$ cat config.mk
export PLATFORM = sky130hd
export DESIGN_NAME = dcache_ram_pw_flat
export DESIGN_NICKNAME = d
export VERILOG_FILES = /design/src/rtl/dcache_ram_pw_if.sv /design/src/rtl/dcache_ram_pw.sv /design/src/flat_wrapper.sv
export SDC_FILE = /design/constraint.sdc
export NUM_CORES = 2
export LEC_CHECK = 0
export ABC_CLOCK_PERIOD_IN_PS = 4750
export CORE_MARGIN = 2
export CORE_UTILIZATION = 40
export CTS_CLUSTER_DIAMETER = 40
export CTS_CLUSTER_SIZE = 40
export DETAILED_ROUTE_END_ITERATION = 7
export DONT_BUFFER_PORTS = 1
export PLACE_DENSITY = 0.6
export RECOVER_POWER = 50
export SETUP_SLACK_MARGIN = 0.1
export SLEW_MARGIN = 20
export SYNTH_ARGS = -nofsm -noshare
export SYNTH_HDL_FRONTEND = slang
export SYNTH_SLANG_ARGS = --single-unit
$ cat constraint.sdc
create_clock -name i_clk -period 4.75 [get_ports i_clk]
set_clock_uncertainty 0.1 [all_clocks]
set_input_delay 1.425 -clock i_clk [delete_from_list [all_inputs] [get_ports i_clk]]
set_output_delay 1.425 -clock i_clk [all_outputs]
set_load 0.005 [all_outputs]
$ cat src/rtl/dcache_ram_pw_if.sv
// Access bus of the data-cache line store: index, write data/enables,
// invalidate request, registered read data and sweep-busy indication.
interface dcache_ram_pw_if #(
  parameter int ADDR_W = 5,
  parameter int WORD_W = 16,
  parameter int WORDS  = 5,
  parameter int STAT_W = 2
);
  localparam int LINE_W = WORDS * WORD_W;

  logic [ADDR_W-1:0]        i_addr;
  logic [LINE_W+STAT_W-1:0] i_data;
  logic [WORDS-1:0]         i_we_data;
  logic                     i_we_stat;
  logic                     i_inval;
  logic [LINE_W+STAT_W-1:0] o_data;
  logic                     o_busy;

  // Cache controller side: drives requests, receives read data.
  modport master (
    output i_addr, i_data, i_we_data, i_we_stat, i_inval,
    input  o_data, o_busy
  );

  // Line store side.
  modport slave (
    input  i_addr, i_data, i_we_data, i_we_stat, i_inval,
    output o_data, o_busy
  );
endinterface

$ cat src/rtl/dcache_ram_pw.sv
// Data-cache line store: DEPTH lines of LINE_W data bits plus STAT_W status
// bits. Per-word data write enables, separate status write enable,
// write-first registered read. Status is cleared by a one-entry-per-cycle
// sweep that runs after reset and on an invalidate request; array writes
// are blocked while the sweep runs.
module dcache_ram_pw #(
  parameter int ADDR_W = 5,
  parameter int WORD_W = 16,
  parameter int WORDS  = 5,
  parameter int STAT_W = 2
) (
  input  logic             i_clk,
  input  logic             i_rst_n,
  dcache_ram_pw_if.slave   bus
);
  localparam int DEPTH  = 2 ** ADDR_W;
  localparam int LINE_W = WORDS * WORD_W;
  localparam logic [ADDR_W-1:0] LAST_IDX = ADDR_W'(DEPTH - 1);

  typedef enum logic [0:0] {
    SWEEP = 1'b0,
    IDLE  = 1'b1
  } state_t;

  state_t            r_state;
  state_t            w_state_nxt;
  logic [ADDR_W-1:0] r_cnt;
  logic [ADDR_W-1:0] w_cnt_nxt;
  logic              w_busy;

  logic [LINE_W-1:0] r_mem  [DEPTH];
  logic [STAT_W-1:0] r_stat [DEPTH];

  logic                     w_idle;
  logic [WORDS-1:0]         w_we_data;
  logic                     w_we_stat;
  logic [LINE_W-1:0]        w_rd_line;
  logic [STAT_W-1:0]        w_rd_stat;
  logic [LINE_W+STAT_W-1:0] r_data;

  // Writes only land in IDLE and never on an edge where reset is held,
  // so nothing can slip in behind the sweep pointer.
  assign w_idle    = (r_state == IDLE) && i_rst_n;
  assign w_we_data = w_idle ? bus.i_we_data : {WORDS{1'b0}};
  assign w_we_stat = w_idle && bus.i_we_stat;

  // Sweep FSM state register; reset restarts the sweep at index 0.
  always_ff @(posedge i_clk) begin
    if (!i_rst_n) begin
      r_state <= SWEEP;
      r_cnt   <= {ADDR_W{1'b0}};
    end else begin
      r_state <= w_state_nxt;
      r_cnt   <= w_cnt_nxt;
    end
  end

  // Sweep FSM next state: walk every index once, or start a new sweep on invalidate.
  always_comb begin
    w_state_nxt = r_state;
    w_cnt_nxt   = r_cnt;
    w_busy      = 1'b0;
    case (r_state)
      SWEEP: begin
        w_busy    = 1'b1;
        w_cnt_nxt = r_cnt + ADDR_W'(1);
        if (r_cnt == LAST_IDX) begin
          w_state_nxt = IDLE;
        end else begin
          w_state_nxt = SWEEP;
        end
      end
      IDLE: begin
        if (bus.i_inval) begin
          w_state_nxt = SWEEP;
          w_cnt_nxt   = {ADDR_W{1'b0}};
        end else begin
          w_state_nxt = IDLE;
          w_cnt_nxt   = r_cnt;
        end
      end
      default: begin
        w_busy      = 1'b1;
        w_state_nxt = SWEEP;
        w_cnt_nxt   = {ADDR_W{1'b0}};
      end
    endcase
  end

  assign bus.o_busy = w_busy;

  // Data array: per-word byte-lane style writes, never touched by reset.
  always_ff @(posedge i_clk) begin
    for (int k = 0; k < WORDS; k++) begin
      if (w_we_data[k]) begin
        r_mem[bus.i_addr][k*WORD_W +: WORD_W] <= bus.i_data[STAT_W + k*WORD_W +: WORD_W];
      end
    end
  end

  // Status array: single write port shared between the sweep and normal writes.
  always_ff @(posedge i_clk) begin
    if (i_rst_n) begin
      if (r_state == SWEEP) begin
        r_stat[r_cnt] <= {STAT_W{1'b0}};
      end else if (w_we_stat) begin
        r_stat[bus.i_addr] <= bus.i_data[STAT_W-1:0];
      end
    end
  end

  // Write-first read mux: written words/status take the incoming value.
  always_comb begin
    w_rd_line = r_mem[bus.i_addr];
    w_rd_stat = {STAT_W{1'b0}};
    for (int k = 0; k < WORDS; k++) begin
      if (w_we_data[k]) begin
        w_rd_line[k*WORD_W +: WORD_W] = bus.i_data[STAT_W + k*WORD_W +: WORD_W];
      end else begin
        w_rd_line[k*WORD_W +: WORD_W] = r_mem[bus.i_addr][k*WORD_W +: WORD_W];
      end
    end
    if (r_state == SWEEP) begin
      w_rd_stat = {STAT_W{1'b0}};
    end else if (w_we_stat) begin
      w_rd_stat = bus.i_data[STAT_W-1:0];
    end else begin
      w_rd_stat = r_stat[bus.i_addr];
    end
  end

  // Registered read port, refreshed every edge.
  always_ff @(posedge i_clk) begin
    if (!i_rst_n) begin
      r_data <= {(LINE_W+STAT_W){1'b0}};
    end else begin
      r_data <= {w_rd_line, w_rd_stat};
    end
  end

  assign bus.o_data = r_data;

endmodule

$ cat src/flat_wrapper.sv
// flat-port wrapper written by rule: the top's interface ports become plain ports
module dcache_ram_pw_flat 
#(
  parameter int ADDR_W = 5,
  parameter int WORD_W = 16,
  parameter int WORDS  = 5,
  parameter int STAT_W = 2
)
  (i_clk, i_rst_n, bus_i_addr, bus_i_data, bus_i_we_data, bus_i_we_stat, bus_i_inval, bus_o_data, bus_o_busy);
  dcache_ram_pw_if #(.ADDR_W(ADDR_W), .WORD_W(WORD_W), .WORDS(WORDS), .STAT_W(STAT_W)) bus_i ();
  input  logic i_clk;
  input  logic i_rst_n;
  input wire logic [$bits(bus_i.i_addr)-1:0] bus_i_addr;
  input wire logic [$bits(bus_i.i_data)-1:0] bus_i_data;
  input wire logic [$bits(bus_i.i_we_data)-1:0] bus_i_we_data;
  input wire logic [$bits(bus_i.i_we_stat)-1:0] bus_i_we_stat;
  input wire logic [$bits(bus_i.i_inval)-1:0] bus_i_inval;
  output wire logic [$bits(bus_i.o_data)-1:0] bus_o_data;
  output wire logic [$bits(bus_i.o_busy)-1:0] bus_o_busy;
  assign bus_i.i_addr = bus_i_addr;
  assign bus_i.i_data = bus_i_data;
  assign bus_i.i_we_data = bus_i_we_data;
  assign bus_i.i_we_stat = bus_i_we_stat;
  assign bus_i.i_inval = bus_i_inval;
  assign bus_o_data = bus_i.o_data;
  assign bus_o_busy = bus_i.o_busy;
  dcache_ram_pw #(.ADDR_W(ADDR_W), .WORD_W(WORD_W), .WORDS(WORDS), .STAT_W(STAT_W)) u_core (.i_clk(i_clk), .i_rst_n(i_rst_n), .bus(bus_i));
endmodule
==> results.sh <==
export IMPL_grt_pass1_wl_um=424800
export IMPL_worstPathArrival_ns=5.27
export IMPL_drive_gt1_share_pct=25.48
export IMPL_cap_violations=5
export IMPL_cts_made_buffers=384
export IMPL_synthArstFlopShare_pct=0
export IMPL_hold_viol=0
export IMPL_die_area_sq_um=263300
export IMPL_clkSlewWorstSetupHoldPaths_ns=0.06
export IMPL_dp_hpwl_um=164200
export IMPL_clock_sinks=2712
export IMPL_finalCriticalPeriod_ns=4.749
export IMPL_maxSlewViolCount=85
export IMPL_yosysMostFrequentCell="edfxtp_1"
export IMPL_path_buf_inv=2
export IMPL_mappedNetlistNets=5428
export IMPL_nFillCells=20838
export IMPL_drc=0
export IMPL_grt_pass1_vias=55010
export IMPL_cts_setup_buffers=0
export IMPL_fp_dieH_um=513.2
export IMPL_yosysTopAreaCell="edfxtp_1"
export IMPL_synth_common_cells="2624 x edfxtp_1, 708 x mux2i_1, 304 x mux4_2"
export IMPL_fin_crit_sh_pct=99.98
export IMPL_wirelength_um=307900
export IMPL_avgSynthCellArea_sq_um=19.45
export IMPL_hp_class="in2reg"
export IMPL_synth_edf_count=2624
export IMPL_fin_tns_setup_ns=0
export IMPL_dpl_instance_area_sq_um=111700
export IMPL_clock_latency_ns=0.99
export IMPL_io_buffers=0
export IMPL_routedWlPerCell_um=32.59
export IMPL_fin_util_pct=48.48
export IMPL_tritoncts="yes"
export IMPL_grt_overflow_total=0
export IMPL_hold_ws_ns=0.4245
export IMPL_synth_cell_types=51
export IMPL_htree_levels=5
export IMPL_antenna_found_initial=13
export IMPL_tightest_slew_ns=1.977
export IMPL_relSlewSlack_pct=-31.79
export IMPL_grt_usage_pct=22.88
export IMPL_startpoint_type="register"
export IMPL_crit_required_ns=5.27
export IMPL_io_pins=179
export IMPL_synth_cells=5330
export IMPL_rows=186
export IMPL_vias_per_cell=5.910
export IMPL_synthFlopType="edfxtp_1"
export IMPL_crit_fanout=33
export IMPL_max_stage_delay_ns=1.41
export IMPL_ys_ff_latch=2712
export IMPL_cpLargestDelayFamily="simple AND/OR/NAND/NOR gates"
export IMPL_dr_first_iter_drc_count=6670
export IMPL_yosysWarningCount=0
export IMPL_core_area_sq_um=257400
export IMPL_grt_max_degree=327
export IMPL_leakage_nw=41.30
export IMPL_root_buffer="clkbuf_16"
export IMPL_rsz0062_at_grt="no"
export IMPL_die_w_um=513.2
export IMPL_cts_resized_gates=0
export IMPL_drtPass1Iterations=7
export IMPL_cts_path_max_buffers=4
export IMPL_powerDensity_nw_per_um2=453.2
export IMPL_synth_top_area_share_pct=75.99
export IMPL_netlist_area_sq_um=103700
export IMPL_final_nets=5845
export IMPL_endpoint_kind="register"
export IMPL_via_count=55841
export IMPL_run_status="complete, but fails checks"
export IMPL_start_util_pct=40.29
export IMPL_worstSetupPathType="reg2reg"
export IMPL_postRouteAntennaNets=0
export IMPL_peakVddDrop_mv=0.3001
export IMPL_finalSetupViolCount=0
export IMPL_violations="capacitance limit, slew limit"
export IMPL_finish_instance_area_sq_um=124800
export IMPL_path_cells="nand3_1 > clkbuf_2 > nor2_1 > buf_12"
export IMPL_yosysSeqAreaShare_pct=77.69
export IMPL_cp_slowest_cell="nand3_1"
export IMPL_fmax_mhz=210.6
export IMPL_ys_top_cells_by_area="edfxtp_1 76%, mux2i_1 6.8%, mux4_2 6.6%"
export IMPL_gp_congestion=0.8013
export IMPL_synthToLayoutAreaGrowth_pct=20.35
## layout by cell type, fill, tap and decap left out, drive strengths merged, types with 5 or more instances in the layout
cell type | Yosys | routed
a22o | 11 | 11
or2 | 17 | 17
nand3 | 14 | 14
a31oi | 49 | 49
mux2i | 708 | 708
clkbuf | 91 | 421
mux4 | 304 | 304
inv | 2 | 89
o221a | 11 | 11
a22oi | 60 | 60
and2 | 8 | 8
edfxtp | 2624 | 2624
diode | 0 | 5
or4 | 21 | 21
nand4bb | 6 | 6
a21o | 5 | 5
a21oi | 33 | 33
nor2b | 15 | 15
bufinv | 0 | 37
o21ai | 151 | 151
nand2 | 145 | 145
clkinv | 0 | 117
mux2 | 22 | 22
a221oi | 21 | 21
buf | 226 | 336
nor2 | 286 | 286
nor4 | 64 | 64
a211oi | 48 | 48
dfxtp | 88 | 88
clkinvlp | 0 | 47
o22ai | 272 | 272
## per-layer routing
metal / wire length, um / GRT usage, % / share of wire, % / vias to the layer above
li1: - / - / - / 22774
met3: 28700 / 5.067 / 9.3 / 521
met2: 147000 / 36.85 / 48 / 2802
met4: 9892 / 7.583 / 3.2 / 2
met1: 122300 / 30.84 / 40 / 29742
met5: 17 / 0 / 0.0055 / -
## logic make-up after synthesis
| family | Yosys count | share of synthesized area (%) |
|---|---|---|
| AO/OA/AOI/OAI | 668 | 4.194 |
| XOR/XNOR | 1 | 0.008448 |
| adder cells (fa/ha/maj) | 2 | 0.02413 |
| buffers and inverters | 319 | 1.763 |
| flip-flops | 2712 | 77.69 |
| multiplexers | 1034 | 13.68 |
| AND/OR/NAND/NOR | 594 | 2.646 |
## final timing paths
| kind | to | slack [ns] | from | cells past startpoint |
|---|---|---|---|---|
| max | u_core.r_mem[16][54] | 0.001 | u_core.r_state | 4 |
| min | u_core.r_mem[14][4] | 0.42 | bus_i_data[6] | 0 |
| max reg2reg | u_core.r_mem[16][54] | 0.001 | u_core.r_state | 4 |
| min reg2reg | u_core.r_cnt[0] | 0.49 | u_core.r_cnt[0] | 2 |
## registers in the layout, summed over array words and instances, names as in the netlist
register           count
u_core.r_cnt           5
u_core.bus.o_data     82
u_core.r_stat         64
u_core.r_state         1
u_core.r_mem        2560
## area by class of cell
type                            count  area, sq um  area share [%]
Timing Repair Buffer              348         4996           4.003
Multi-Input combinational cell   2299        21930           17.57
Sequential cell                  2712        80560           64.55
Tap cell                         3384         4234           3.393
Clock inverter                    288         3178           2.547
Inverter                            2        7.507        0.006016
Clock buffer                      410         9883           7.920
Antenna cell                        5        12.51         0.01003
## repair_timing
| item | CTS | global route |
|---|---|---|
| setup endpoints to repair | 1 | 11 |
| cloned | 1 | 3 |
| hold buffers | 0 | 0 |
## per-stage QoR
step           worst slack [ns]  total power, W  cells
6_report               0.001002         0.05656   9448
3_3_place_gp             -1.261         0.02831   8736
3_5_place_dp            -0.9217         0.02831   8739
5_1_grt                  0.1109         0.05795   9445
4_1_cts                  0.1795         0.05683   9438
2_1_floorplan            0.8448         0.02789   5330
## power breakdown
group / internal, W / switching, W
logic: 0.000675 / 0.000807
clock network: 0.0174 / 0.0113
registers: 0.0263 / 0.0000806
total: 0.0444 / 0.0122
No activity file was read; power rests on OpenSTA's default activity.
